**src/rtl/timing_gen.sv**
```systemverilog
// 6502 instruction timing generator: one-hot T0..T6 cycle strobes, SYNC,
// RDY stall handling, BRK6E flag and a saturating per-instruction cycle counter.
module timing_gen #(
  parameter bit STALL_WRITES = 1'b0,
  parameter int CYC_W        = 3
) (
  input  logic             PHI0,
  input  logic             _RES,
  input  logic             RDY,
  input  logic             READ,
  input  logic             SHORT,
  input  logic             LAST,
  input  logic             BRK_IN,
  output logic             T0,
  output logic             T1,
  output logic             T2,
  output logic             T3,
  output logic             T4,
  output logic             T5,
  output logic             T6,
  output logic             SYNC,
  output logic             _ready,
  output logic             BRK6E,
  output logic [CYC_W-1:0] CYC
);

  // One-hot encoding so each strobe is a straight register bit with no decode.
  typedef enum logic [6:0] {
    ST_T0 = 7'b0000001,
    ST_T1 = 7'b0000010,
    ST_T2 = 7'b0000100,
    ST_T3 = 7'b0001000,
    ST_T4 = 7'b0010000,
    ST_T5 = 7'b0100000,
    ST_T6 = 7'b1000000
  } tstate_t;

  localparam logic [CYC_W-1:0] CYC_MAX = '1;

  tstate_t          state;
  tstate_t          state_next;
  logic [6:0]       state_bits;
  logic [CYC_W-1:0] cyc_q;
  logic [CYC_W-1:0] cyc_next;
  logic             brk6e_q;
  logic             brk6e_next;
  logic             stall;

  assign stall = ~RDY & (READ | STALL_WRITES);

  always_ff @(posedge PHI0) begin
    if (!_RES) begin
      state   <= ST_T1;
      cyc_q   <= '0;
      brk6e_q <= 1'b0;
    end else begin
      state   <= state_next;
      cyc_q   <= cyc_next;
      brk6e_q <= brk6e_next;
    end
  end

  // A stalled cycle holds everything; otherwise step the T-state and counter.
  always_comb begin
    state_next = state;
    cyc_next   = cyc_q;
    brk6e_next = brk6e_q;
    if (!stall) begin
      case (state)
        ST_T1:   state_next = SHORT ? ST_T0 : ST_T2;
        ST_T2:   state_next = LAST  ? ST_T0 : ST_T3;
        ST_T3:   state_next = LAST  ? ST_T0 : ST_T4;
        ST_T4:   state_next = LAST  ? ST_T0 : ST_T5;
        ST_T5:   state_next = LAST  ? ST_T0 : ST_T6;
        ST_T6:   state_next = ST_T0;
        ST_T0:   state_next = ST_T1;
        default: state_next = ST_T1;
      endcase
      if (state_next == ST_T1) begin
        cyc_next = CYC_W'(1);
      end else if (cyc_q != CYC_MAX) begin
        cyc_next = cyc_q + CYC_W'(1);
      end
      // Leaving T6 always heads to T0, so this also clears the flag then.
      brk6e_next = (state_next == ST_T6) & BRK_IN;
    end
  end

  assign state_bits = state;
  assign T0     = state_bits[0];
  assign T1     = state_bits[1];
  assign T2     = state_bits[2];
  assign T3     = state_bits[3];
  assign T4     = state_bits[4];
  assign T5     = state_bits[5];
  assign T6     = state_bits[6];
  assign SYNC   = state_bits[1];
  assign _ready = stall & _RES;
  assign BRK6E  = brk6e_q;
  assign CYC    = cyc_q;

endmodule

```
**config.mk**
```make
export PLATFORM = sky130hd
export DESIGN_NAME = timing_gen
export DESIGN_NICKNAME = d
export VERILOG_FILES = /design/src/rtl/timing_gen.sv
export SDC_FILE = /design/constraint.sdc
export NUM_CORES = 1
export LEC_CHECK = 0
export ABC_AREA = 1
export CORE_MARGIN = 2
export CORE_UTILIZATION = 25
export CTS_CLUSTER_DIAMETER = 40
export DETAILED_ROUTE_END_ITERATION = 6
export SYNTH_ARGS = -nofsm -noshare
export SYNTH_HDL_FRONTEND = slang
export SYNTH_SLANG_ARGS = --single-unit
```
**constraint.sdc**
```tcl
create_clock -name PHI0 -period 1.5 [get_ports PHI0]
set_clock_uncertainty 0.05 [all_clocks]
set_input_delay 0.15 -clock PHI0 [delete_from_list [all_inputs] [get_ports PHI0]]
set_output_delay 0.15 -clock PHI0 [all_outputs]
set_load 0.1 [all_outputs]
```
Word-level counts from Yosys, hierarchy flattened
Cells that the tools add are included.
- register bits after elaboration: 11
- input port bits: 7
- output and inout bits: 13
- word-level logic and storage cells: 29
- muxes and demuxes: 9
- equality and inequality tests: 9
- $add $sub $neg: 1
- reduce and logical (&&, ||, !) cells: 2
- bitwise gates (word level): 5
- operator list (cell ; number):
    $pmux W7 S6 ; 1
    $eq A7 B2 Y1 const B ; 2
    $eq A7 B7 Y1 const B ; 2
    $mux W7 ; 2
    $mux W3 ; 3
    $eq A7 B3 Y1 const B ; 1
    $eq A7 B4 Y1 const B ; 1
    $eq A7 B5 Y1 const B ; 1
    $eq A7 B6 Y1 const B ; 1
    $mux W6 ; 1
    $mux W5 ; 1
    $mux W4 ; 1
    $add A3 B1 Y3 const B ; 1
    $and A1 B1 Y1 ; 3
    $ne A3 B3 Y1 const B ; 1
    $not A1 Y1 ; 2
    $reduce_and A2 Y1 ; 1
    $reduce_bool A2 Y1 ; 1

Depth between registers and ports, before layout
- depth after elaboration: 6
- depth in mapped cells: 10
- depth with buffers taken out: 10

Least setup slack after synthesis
OpenSTA, ideal clock, no wires.
- kind: input -> register
- start point: in READ
- end point: reg state[1]
- data required time: 1.260 ns
- path buffers: 0
- stages: 5
- slack: -0.688 ns
- data arrival time: 1.947 ns
- setup time: 0.190 ns
- cells stage by stage: inv_1 nor2_1 inv_1 nor2_1 a21oi_1
- cells in the longest elaborated chain, start to end: 1
- RTL lines (element ; line ; source):
    start: declaration ; 10 ; input logic READ,
    $and A1 B1 Y1 ; 49 ; assign stall = ~RDY & (READ | STALL_WRITES);
    end signal: assignment ; 57 ; state <= state_next;
    end: declaration ; 40 ; tstate_t state;
Every way passes these cells.
A chain may end at the register's enable or synchronous reset.

Worst setup path in the final report
- start point: in READ
- end point: out _ready
- cells in the longest elaborated chain, start to end: 2
- RTL lines (element ; line ; source):
    $and A1 B1 Y1 ; 49 ;
    $and A1 B1 Y1 ; 98 ; assign _ready = stall & _RES;
    end: declaration ; 22 ; output logic _ready,
Every way passes these cells.

==> flow_metrics.py <==
metrics = {
    "floorplanning": {
        "row_count": 18,
        "fp.dieH_microns": 54.57,
        "total_die_area_sq_um": 2978,
        "die_w_microns": 54.57,
        "core-area_sq_um": 2455,
        "ios": 20,
        "starting_density_pct": 26.04,
    },
    "drt": {
        "detail_route.first_pass.iterations": 4,
        "first_iter_violations": 15,
        "routed_wire_length_per_instance_microns": 10.06,
        "postRouteAntennaNets": 0,
        "drc": 0,
        "wirelength_mm": 1.499,
        "detailroute.via_count": 674,
        "vias_per_cell": 4.523,
    },
    "cells_and_area": {
        "final_net_count": 129,
        "final_common_cell": "sky130_fd_sc_hd__nand2_1",
        "layout_common_cells": "sky130_fd_sc_hd__nand2_1, sky130_fd_sc_hd__buf_12, sky130_fd_sc_hd__nor2_2, sky130_fd_sc_hd__a21oi_1, sky130_fd_sc_hd__dfxtp_4",
        "post_route_cells_drive_above_1_share_pct": 46.22,
        "area_delta_synth_final_pct": 72.60,
        "antenna-diode-count": 0,
    },
    "worst_setup_path": {
        "crit_path_start_kind": "primary input",
        "timing.critical_path.arrival_ns": 1.18,
        "cp_max_fo": 4,
        "crit_path_cell_trace": "clkdlybuf4s50_1 -> inv_1 -> nor2_2 -> inv_2 -> nor2_4 -> buf_12",
        "critical_path.endpoint_type": "output port",
        "endpoint_required_time_on_the_critical_path_ns": 1.30,
        "critPathSlowestCell": "sky130_fd_sc_hd__clkdlybuf4s50_1",
        "worstSetupPathType": "primary input to output port",
        "cp_slowest_stage_delay_ns": 0.45,
    },
    "sta": {
        "max_slew_margin_pct": 81.17,
        "timing_worst_slew_pin_value_ns": 0.2803,
        "max_freq_ghz": 0.7244,
        "report.final.hold_viol_count": 0,
        "setup-violations-final": 0,
        "post_layout_min_period_ns": 1.380,
        "slew_viol_final": 0,
        "final.period_utilization_pct": 92.03,
        "hold_slack_ns": 0.4231,
        "final_critical_path_setup_slack_ns": 0.1196,
    },
    "yosys": {
        "ys_async_sr_fraction_pct": 0,
        "synth_top_cells_by_area": "sky130_fd_sc_hd__dfxtp_1, sky130_fd_sc_hd__nand2_1, sky130_fd_sc_hd__nor2_2",
        "fraction_of_synthesized_cell_area_in_xor_and_xnor_cells_pct": 0,
        "synth_area_sq_um": 639.4,
        "avgSynthCellArea_sq_um": 6.950,
        "yosysWarnings": 0,
        "postSynthRegisterBits": 11,
        "ys_types": 18,
        "yosys_most_used_dff": "sky130_fd_sc_hd__dfxtp_1",
        "post_synth_and_or_nand_nor_area_fraction_pct": 45.79,
        "synth-adder-area-share_pct": 3.914,
        "ys_seq_area_share_pct": 34.44,
        "synth_compound_gate_area_share_pct": 9.198,
        "synth_top_cell_area_share_pct": 34.44,
        "synth.mux.area_fraction_pct": 0,
        "synth_largest_area_cell": "sky130_fd_sc_hd__dfxtp_1",
        "syn-instance-count": 92,
        "synth_edf_count": 0,
        "synth_fp_nets": 101,
        "synth_top_family_by_area": "simple AND/OR/NAND/NOR gates",
    },
    "clocking": {
        "clkLatencyLatePin_ns": 0.26,
        "setup_fix_buffers_added_after_clock_tree_synthesis": 0,
        "tritoncts.num_buffers": 3,
        "cts_htree_levels": 1,
        "cts_hold_buf": 0,
        "number_of_clock_sinks_seen_by_cts": 11,
        "clkSlewWorstSetupHoldPaths_ns": 0.07,
        "max-clock-path-buffers": 2,
        "tritoncts": "done",
        "cts_root_buf": "sky130_fd_sc_hd__clkbuf_4",
    },
    "pwr": {
        "static-leakage-power_nw": 0.4546,
        "vdd_ir_drop_max_mv": 0.6561,
        "design_power_total_w": 0.0009669,
        "power_per_cell_area_nw_per_um2": 876.2,
    },
    "placed_design": {
        "gp_congestion": 0.8774,
        "detailedPlace.worstSlack_ns": 0.07014,
        "dpl.hpwl_mm": 1.207,
        "portBuffers": 19,
    },
    "global_route": {
        "grt_pass1_wl_mm": 2.615,
        "grt_overflow": 0,
        "antenna_found_initial": 0,
        "grt_use_total_pct": 12.39,
        "maximum_number_of_pins_on_one_net_before_global_route_repair": 9,
        "first_global_vias": 623,
    },
    "job": {
        "drv.max_cap_violation_count": 0,
    },
    "worst_hold_path": {
        "hold_path_class": "primary input to flip-flop",
    },
    "status": {
        "status": "complete, no violations",
    },
}
synthesized netlist by cell type, types with 2 or more instances:
cell type and count:
sky130_fd_sc_hd__nand4_1 3, sky130_fd_sc_hd__o21ai_0 3, sky130_fd_sc_hd__ha_1 2, sky130_fd_sc_hd__nand2_2 5, sky130_fd_sc_hd__nor2_1 8, sky130_fd_sc_hd__a21oi_1 7, sky130_fd_sc_hd__nor2_2 11, sky130_fd_sc_hd__dfxtp_1 11
sky130_fd_sc_hd__nand2_1 24, sky130_fd_sc_hd__inv_1 7, sky130_fd_sc_hd__nand3_1 4
critical path: cells and delay by family:
kind	cells	cell delay, ns
and+or+nand+nor	2	0.27
buffers and inverters	4	0.75
through the flow:
| stage | util, % | setup TNS [ns] | std cells | area (sq um) |
|---|---|---|---|---|
| 2_1_floorplan | - | 0 | 92 | 676.9 |
| 3_3_place_gp | 43.48 | 0 | 145 | 1067 |
| 3_5_place_dp | 43.48 | 0 | 145 | 1067 |
| 4_1_cts | 44.55 | 0 | 149 | 1094 |
| 5_1_grt | 44.95 | -0.001561 | 149 | 1104 |
| 6_report | 44.95 | 0 | 149 | 1104 |
sequential cells by signal (all words and copies together), names as in the netlist:
signal  cells
BRK6E       1
CYC         3
state       7
what timing repair did:
action,4_1_cts,5_1_grt
endpoints found under the setup margin,0,3
endpoints found under the hold margin,0,0
gates resized for setup,0,4
logic make-up (layout without fill, tap and decap cells):
logic type                 count (synthesis)  count (layout)
AOI/OAI and AO/OA                         11              11
buffers and inverters                     10              37
DFF                                       11              11
and+or+nand+nor                           58              58
adders and majority gates                  2               2
final timing paths:
kind                               from               endpoint  slack [ns]  cells after the start
setup / recovery                   READ                 _ready        0.12                      6
hold reg to reg     CYC[2]$_SDFFE_PN0P_    CYC[2]$_SDFFE_PN0P_        0.44                      2
setup reg to reg  state[0]$_SDFFE_PN0N_  state[3]$_SDFFE_PN0N_        0.13                      9
hold / removal                   BRK_IN     BRK6E$_SDFFE_PN0N_        0.42                      3
cell type report:
| class | count | area (sq um) |
|---|---|---|
| clock buffers | 4 | 26.28 |
| inverters | 8 | 30.03 |
| multi-input cells | 71 | 394.1 |
| well taps | 30 | 37.54 |
| fillers | 232 | 1351 |
| repair buffers | 25 | 365.4 |
| flip-flops and latches | 11 | 250.2 |
metal layers:
metal,track usage [%],up-vias,wire length (microns)
met1,15.98,307,673
met4,7.500,0,12
li1,-,348,-
met2,18.07,17,725
met5,0,-,0
met3,3.552,2,87
report_power, final:
| part | total, W | internal [W] | switching (W) |
|---|---|---|---|
| registers | 0.000342 | 0.000308 | 0.0000340 |
| clock network | 0.000199 | 0.000103 | 0.0000959 |
| logic | 0.000427 | 0.000157 | 0.000270 |
| total | 0.000967 | 0.000567 | 0.000400 |
Power figures use the tool's default switching activity.
